## config.mk

```make
export PLATFORM = sky130hd
export DESIGN_NAME = rv32i_fetch_ctrl
export DESIGN_NICKNAME = d
export VERILOG_FILES = /design/src/rtl/rv32i_fetch_ctrl.sv
export SDC_FILE = /design/constraint.sdc
export NUM_CORES = 1
export LEC_CHECK = 0
export BUFFER_PORTS_ARGS = -buffer_cell sky130_fd_sc_hd__buf_2
export CAP_MARGIN = 20
export CORE_UTILIZATION = 40
export DETAILED_ROUTE_END_ITERATION = 16
export PLACE_DENSITY = 0.66
export SYNTH_ARGS = -nofsm -noshare
export SYNTH_HDL_FRONTEND = slang
export SYNTH_SLANG_ARGS = --single-unit
```

## constraint.sdc

```tcl
create_clock -name clk -period 2.7 [get_ports clk]
set_input_delay 0.54 -clock clk [delete_from_list [all_inputs] [get_ports clk]]
set_output_delay 0.54 -clock clk [all_outputs]
set_load 0.02 [all_outputs]
```

## src/rtl/rv32i_fetch_ctrl.sv

```systemverilog
// Instruction-fetch sequencer: single-outstanding imem requests, a small
// {pc, instruction} FIFO toward decode, and redirect/flush handling.
module rv32i_fetch_ctrl #(
    parameter logic [31:0] RESET_PC   = 32'h0000_0000,
    parameter int          FIFO_DEPTH = 2
) (
    input  logic        clk,
    input  logic        rst_n,
    output logic        imem_req,
    output logic [31:0] imem_addr,
    input  logic        imem_gnt,
    input  logic        imem_rvalid,
    input  logic [31:0] imem_rdata,
    input  logic        redirect_valid,
    input  logic [31:0] redirect_pc,
    output logic        dec_valid,
    output logic [31:0] dec_instruction,
    output logic [31:0] dec_pc,
    input  logic        dec_ready,
    output logic        busy
);

    // state | meaning
    // IDLE  | one-cycle gap: after reset release, or after a withdrawn request
    // REQ   | imem_req asserted at fetch_pc, waiting for gnt
    // WAIT  | granted, waiting for the single rvalid
    // HOLD  | FIFO full, no request until decode pops
    // DRAIN | stale response in flight, dropped when it returns
    typedef enum logic [2:0] {
        S_IDLE  = 3'd0,
        S_REQ   = 3'd1,
        S_WAIT  = 3'd2,
        S_HOLD  = 3'd3,
        S_DRAIN = 3'd4
    } state_t;

    localparam int          AW    = (FIFO_DEPTH > 1) ? $clog2(FIFO_DEPTH) : 1;
    localparam logic [AW:0] DEPTH = (AW+1)'(FIFO_DEPTH);

    state_t          state_q, state_d;
    logic [31:0]     fetch_pc_q, fetch_pc_d;
    logic [AW-1:0]   wr_ptr_q, rd_ptr_q;
    logic [AW:0]     count_q;
    logic [31:0]     pc_mem_q    [FIFO_DEPTH];
    logic [31:0]     instr_mem_q [FIFO_DEPTH];

    logic            fifo_empty;
    logic            pop;
    logic            push;
    logic            flush;
    logic [31:0]     redirect_target;
    logic [AW:0]     occ_after_push;

    assign fifo_empty      = (count_q == '0);
    assign dec_valid       = !fifo_empty && !redirect_valid;
    assign dec_instruction = instr_mem_q[rd_ptr_q];
    assign dec_pc          = pc_mem_q[rd_ptr_q];
    assign pop             = dec_valid && dec_ready;
    assign imem_addr       = fetch_pc_q;
    assign redirect_target = redirect_pc & 32'hFFFF_FFFC;
    assign occ_after_push  = count_q + (AW+1)'(1) - (AW+1)'(pop);
    assign busy            = imem_req || (state_q == S_WAIT) || (state_q == S_DRAIN) || !fifo_empty;

    always_comb begin
        state_d    = state_q;
        fetch_pc_d = fetch_pc_q;
        push       = 1'b0;
        flush      = 1'b0;
        imem_req   = 1'b0;
        case (state_q)
            S_IDLE: begin
                state_d = S_REQ;
                if (redirect_valid) begin
                    flush      = 1'b1;
                    fetch_pc_d = redirect_target;
                end
            end
            S_REQ: begin
                // Credit: nothing is outstanding here, so only FIFO room matters.
                imem_req = (count_q < DEPTH) || pop;
                if (redirect_valid) begin
                    flush      = 1'b1;
                    fetch_pc_d = redirect_target;
                    state_d    = (imem_req && imem_gnt) ? S_DRAIN : S_IDLE;
                end else if (imem_req && imem_gnt) begin
                    fetch_pc_d = fetch_pc_q + 32'd4;
                    state_d    = S_WAIT;
                end
            end
            S_WAIT: begin
                if (redirect_valid) begin
                    flush      = 1'b1;
                    fetch_pc_d = redirect_target;
                    state_d    = imem_rvalid ? S_REQ : S_DRAIN;
                end else if (imem_rvalid) begin
                    push    = 1'b1;
                    state_d = (occ_after_push < DEPTH) ? S_REQ : S_HOLD;
                end
            end
            S_HOLD: begin
                if (redirect_valid) begin
                    flush      = 1'b1;
                    fetch_pc_d = redirect_target;
                    state_d    = S_REQ;
                end else if (pop) begin
                    state_d = S_REQ;
                end
            end
            S_DRAIN: begin
                if (redirect_valid) begin
                    flush      = 1'b1;
                    fetch_pc_d = redirect_target;
                end
                if (imem_rvalid) begin
                    state_d = S_REQ;
                end
            end
            default: state_d = S_IDLE;
        endcase
    end

    always_ff @(posedge clk or negedge rst_n) begin
        if (!rst_n) begin
            state_q    <= S_IDLE;
            fetch_pc_q <= RESET_PC;
            wr_ptr_q   <= '0;
            rd_ptr_q   <= '0;
            count_q    <= '0;
            for (int i = 0; i < FIFO_DEPTH; i++) begin
                pc_mem_q[i]    <= '0;
                instr_mem_q[i] <= '0;
            end
        end else begin
            state_q    <= state_d;
            fetch_pc_q <= fetch_pc_d;
            if (flush) begin
                wr_ptr_q <= '0;
                rd_ptr_q <= '0;
                count_q  <= '0;
            end else begin
                // fetch_pc already advanced at grant, so the response PC is one word back.
                if (push) begin
                    pc_mem_q[wr_ptr_q]    <= fetch_pc_q - 32'd4;
                    instr_mem_q[wr_ptr_q] <= imem_rdata;
                    wr_ptr_q              <= wr_ptr_q + AW'(1);
                end
                if (pop) begin
                    rd_ptr_q <= rd_ptr_q + AW'(1);
                end
                count_q <= count_q + (AW+1)'(push) - (AW+1)'(pop);
            end
        end
    end

endmodule

```

**Word level (Yosys, flattened, before mapping)**

Cells that the tools add are included.
W data, S select, Z words.

- Flip-flop bits (word level): 167
- Input port bits: 70
- Output and inout bits: 99
- Logic and storage cells: 90

- $add $sub $neg: 8
- Order comparisons: 5
- Equal/unequal tests: 9
- Multiplexer cells: 36
- Bitwise logic cells: 3
- Reductions and logical operators: 20

Operators by type and width:

| kind | number |
|---|---|
| $mux W32 | 10 |
| $bwmux W64 | 2 |
| $pmux W32 S2 | 1 |
| $add A32 B3 Y32 const B | 1 |
| $demux W32 S1 | 1 |
| $sub A32 B3 Y32 const B | 1 |
| $mux W3 | 9 |
| $pmux W3 S5 | 1 |
| $mux W1 | 10 |
| $ne A3 B3 Y1 const B | 3 |
| $eq A3 B2 Y1 const B | 2 |
| $reduce_bool A2 Y1 | 3 |
| $reduce_or A5 Y1 | 1 |
| $ge A2 B2 Y1 const B | 2 |
| $logic_and A1 B1 Y1 | 4 |
| $logic_or A1 B1 Y1 | 4 |
| $lt A2 B2 Y1 const B | 2 |
| $mux W2 | 2 |
| $not A1 Y2 | 2 |
| $reduce_and A4 Y1 | 1 |
| $reduce_or A4 Y1 | 1 |
| $sub A2 B1 Y2 | 2 |
| $eq A3 B1 Y1 const B | 1 |
| $eq A3 B3 Y1 const B | 1 |
| other kinds (12) | 14 |

**Logic depth before layout (Yosys ltp)**

- Depth after elaboration: 10
- Depth in mapped cells: 10
- Gate-level depth less buffers: 9

**Worst setup path after synthesis**

OpenSTA, ideal clock, no wires.

- Path kind: reg2reg
- Start: reg fetch_pc_q[2] (netlist: imem_addr[2])
- End: reg fetch_pc_q[28] (netlist: imem_addr[28])
- Setup time: 0.118 ns
- Arrival time: 2.100 ns
- Data required time: 2.582 ns
- Slack: 0.482 ns
- Cell stages (with the launch flop): 8
- Buffers on the path: 1
- Cell sequence: dfrtp_1 > ha_1 > nand3_2 > or3_1 > buf_6 > nor4_4 > a31oi_1 > o2bb2a_4

- Cells in the longest elaborated chain, start to end: 4

RTL lines:

| element | RTL line | text |
|---|---|---|
| start, declared | 41 | `logic [31:0] fetch_pc_q, fetch_pc_d;` |
| start signal, assigned | 135 | `fetch_pc_q <= fetch_pc_d;` |
| $add A32 B3 Y32 | 86 | `fetch_pc_d = fetch_pc_q + 32'd4;` |
| $mux W32 | 85 | `end else if (imem_req && imem_gnt) begin` |
| $mux W32 | 81 | `if (redirect_valid) begin` |
| $pmux W32 S2 | 70 | `case (state_q)` |

Every way passes these cells. The select of a mux whose other input is x is not followed.
A chain may end at the register's enable or synchronous reset.

**Worst setup path in the final report**

Same ends and word-level chain as after synthesis.

==> results.yml <==
sta:
  fin_setup_tns_ns: 0
  finalHoldViolations: 0
  finalCriticalPeriod_ns: 2.37
  max_slew.worst_pin.slew_ns: 0.748
  timing.final.crit_share_pct: 87.9
  final-max-slew-violation-count: 0
  skew_ns: 0.0119
  max_slew_margin_pct: 49.7
  rsz0062_at_grt: "no"
  fmax_ghz: 0.421
  hold_slack_ns: 0.115
  setup_viol: 0
clocking:
  cts_setup_buffers: 0
  clock-sinks: 161
  clkLatencyLatePin_ns: 0.42
  cts_root_buf: "clkbuf_16"
  cts.clk_slew.worst_paths_ns: 0.07
  cts_buffers: 17
  cts_max_level: 4
  clk_path_buf_depth: 2
  ctsHoldBuffers: 0
  ctsResizeCount: 0
  cts_tree: "done"
placement:
  dp_cells: 1314
  numPortBuffers: 162
  hpwl_mm: 14.0
  place.gp.congestion: 0.881
flow_run:
  drv_cap: 0
logic_synthesis:
  synth_top_cell_by_area: "dfrtp_1"
  synthDistinctLibCells: 65
  ys_seq_area_share_pct: 48.4
  synthCells: 931
  synth_edf_count: 0
  yosys-top-cells-area: "dfrtp_1 48%, nand2_1 13%, mux2_2 8.4%, o21ai_0 3.1%, xnor2_1 2.6%"
  yosysWarnings: 0
  postSynth.asyncResetShare_pct: 100
  syn_avg_cell_area_um2: 8.94
  yosysMostFrequentCell: "nand2_1"
  ys.flop_type: "dfrtp_1"
  syn-cell-area_um2: 8320
  synth_top_cells_by_count: "287 x nand2_1, 161 x dfrtp_1, 62 x mux2_2"
  synth_top_cell_area_share_pct: 48.4
  ys_ff_latch: 161
finish:
  drive_gt1_share_pct: 28.3
  fin_nets: 1137
  antenna_cells: 0
  synthToLayoutAreaGrowth_pct: 20.5
  final_cells: 1346
setup_path:
  r2r-start: "imem_addr[2]$_DFFE_PN0P_"
  required_ns: 3.01
  worst-path-buf-inv: 0
  start_kind: "flip-flop"
  path_delay_family: "simple AND/OR/NAND/NOR gates"
  cpMaxStageDelayCell: "or3_1"
  startpoint: "imem_addr[2]$_DFFE_PN0P_"
  crit_chain: "ha_1, nand3_2, or3_1, nor4_4, a31oi_1, o2bb2a_4"
  path_class: "flip-flop to flip-flop"
  arrival_ns: 2.69
  max_stage_delay_ns: 0.58
  path_max_fanout: 9
  cp-end-kind: "flip-flop"
floorplanning:
  start_util_pct: 41.0
  io_pins: 169
  core_area_um2: 20300
  dieArea_um2: 21400
  die_x_um: 146
  num_rows: 52
  dieHeight_um: 146
grt:
  grt_pass1_vias: 6567
  track_usage_pct: 20.0
  grt-ovfl-total: 0
  grt_pass1_wl_mm: 34.2
  grt_max_degree: 94
  antenna_found_initial: 0
drt:
  drt_iter0_drc: 334
  vias: 6898
  viasPerCell: 5.12
  post_drt_wl_per_cell_um: 15.5
  ant_nets: 0
  wl_mm: 20.9
  drcViolationCount: 0
  dr.pass1.iters: 5
run_status:
  outcome: "completed"
power_and_ir_drop:
  ir_worst_vdd_uv: 546
  power_density_nw_per_um2: 1050
  p_leak_uw: 0.00480
min_path:
  hp-class: "primary input to asynchronous set/reset pin"
==> final timing paths <==
check                                               to  slack [ns]  depth (start not counted)
setup / recovery             imem_addr[28]$_DFFE_PN0P_        0.33                          6
setup reg to reg             imem_addr[28]$_DFFE_PN0P_        0.33                          6
min in group clk           instr_mem_q[14]$_DFFE_PN0P_        0.31                          3
hold reg to reg            instr_mem_q[45]$_DFFE_PN0P_        0.47                          2
max in group asynchronous    imem_addr[22]$_DFFE_PN0P_        1.91                          2
hold / removal             instr_mem_q[19]$_DFFE_PN0P_        0.12                          1
==> final cells by class <==
class	count	area (um2)
Inverter	11	41.3
Tap cell	270	338
Clock buffer	17	425
Clock inverter	15	164
Fill cell	1974	10300
Timing Repair Buffer	183	1070
Sequential cell	161	4030
Multi-Input combinational cell	689	3960
==> per-stage QoR <==
stage                     cell area (um2)  util [%]  worst slack (ns)  power (uW)
after floorplan                      8340         -             0.482        6730
after global placement               9440      46.5             0.377        8120
after detailed placement             9440      46.5             0.336        8180
after CTS                           10000      49.4             0.328       10600
after global routing                10000      49.4            0.0714       11200
final                               10000      49.4             0.325       10600
==> layer usage <==
layer  track usage [%]  wire (um)  vias to the layer above  share of wire, %
met5                 0          0                        -                 0
met4              5.99        246                        0               1.2
met3              4.03       1170                       19               5.6
met2              30.1       9290                      203                44
met1              29.1      10200                     3243                49
li1                  -          -                     3433                 -
==> cell families after synthesis <==
logic type	Yosys count	synth area share, %
and+or+nand+nor	422	22.9
AOI/OAI and AO/OA	165	11.9
DFF	161	48.4
buffers and inverters	84	4.36
muxes	63	8.51
xor gates and xnor gates	31	3.26
adders and majority gates	4	0.601
other	1	0.0450
==> flip-flops by register name (all words and copies together) (netlist names) <==
name and cells:
instr_mem_q 64, rd_ptr_q 1, imem_addr 30, pc_mem_q 60, state_q 3, count_q 2
wr_ptr_q 1
==> where the power goes <==
part | switching (uW) | total (uW) | internal [uW]
logic | 2580 | 4250 | 1680
clock network | 1090 | 2400 | 1320
registers | 816 | 3900 | 3090
==> worst reg2reg max path, delay by kind of cell, from the launching register on <==
kind | cells | cell delay, ns
and+or+nand+nor | 3 | 1.09
DFF | 1 | 0.55
adders and majority gates | 1 | 0.27
AOI/OAI and AO/OA | 2 | 0.37
==> layout by cell type, fill, tap and decap left out, drive strengths merged, types with 5 or more instances in the layout <==
cell type	n
nand2	287
buf	183
dfrtp	161
o21ai	85
mux2	62
a21oi	34
nor2	29
xnor2	25
nor3	24
nand3	22
inv	20
clkbuf	17
nor4	15
nand4	11
o22ai	8
or3	7
xor2	6
a31oi	6
nand2b	5
a2bb2oi	5
(Power assumes the default switching activity.)
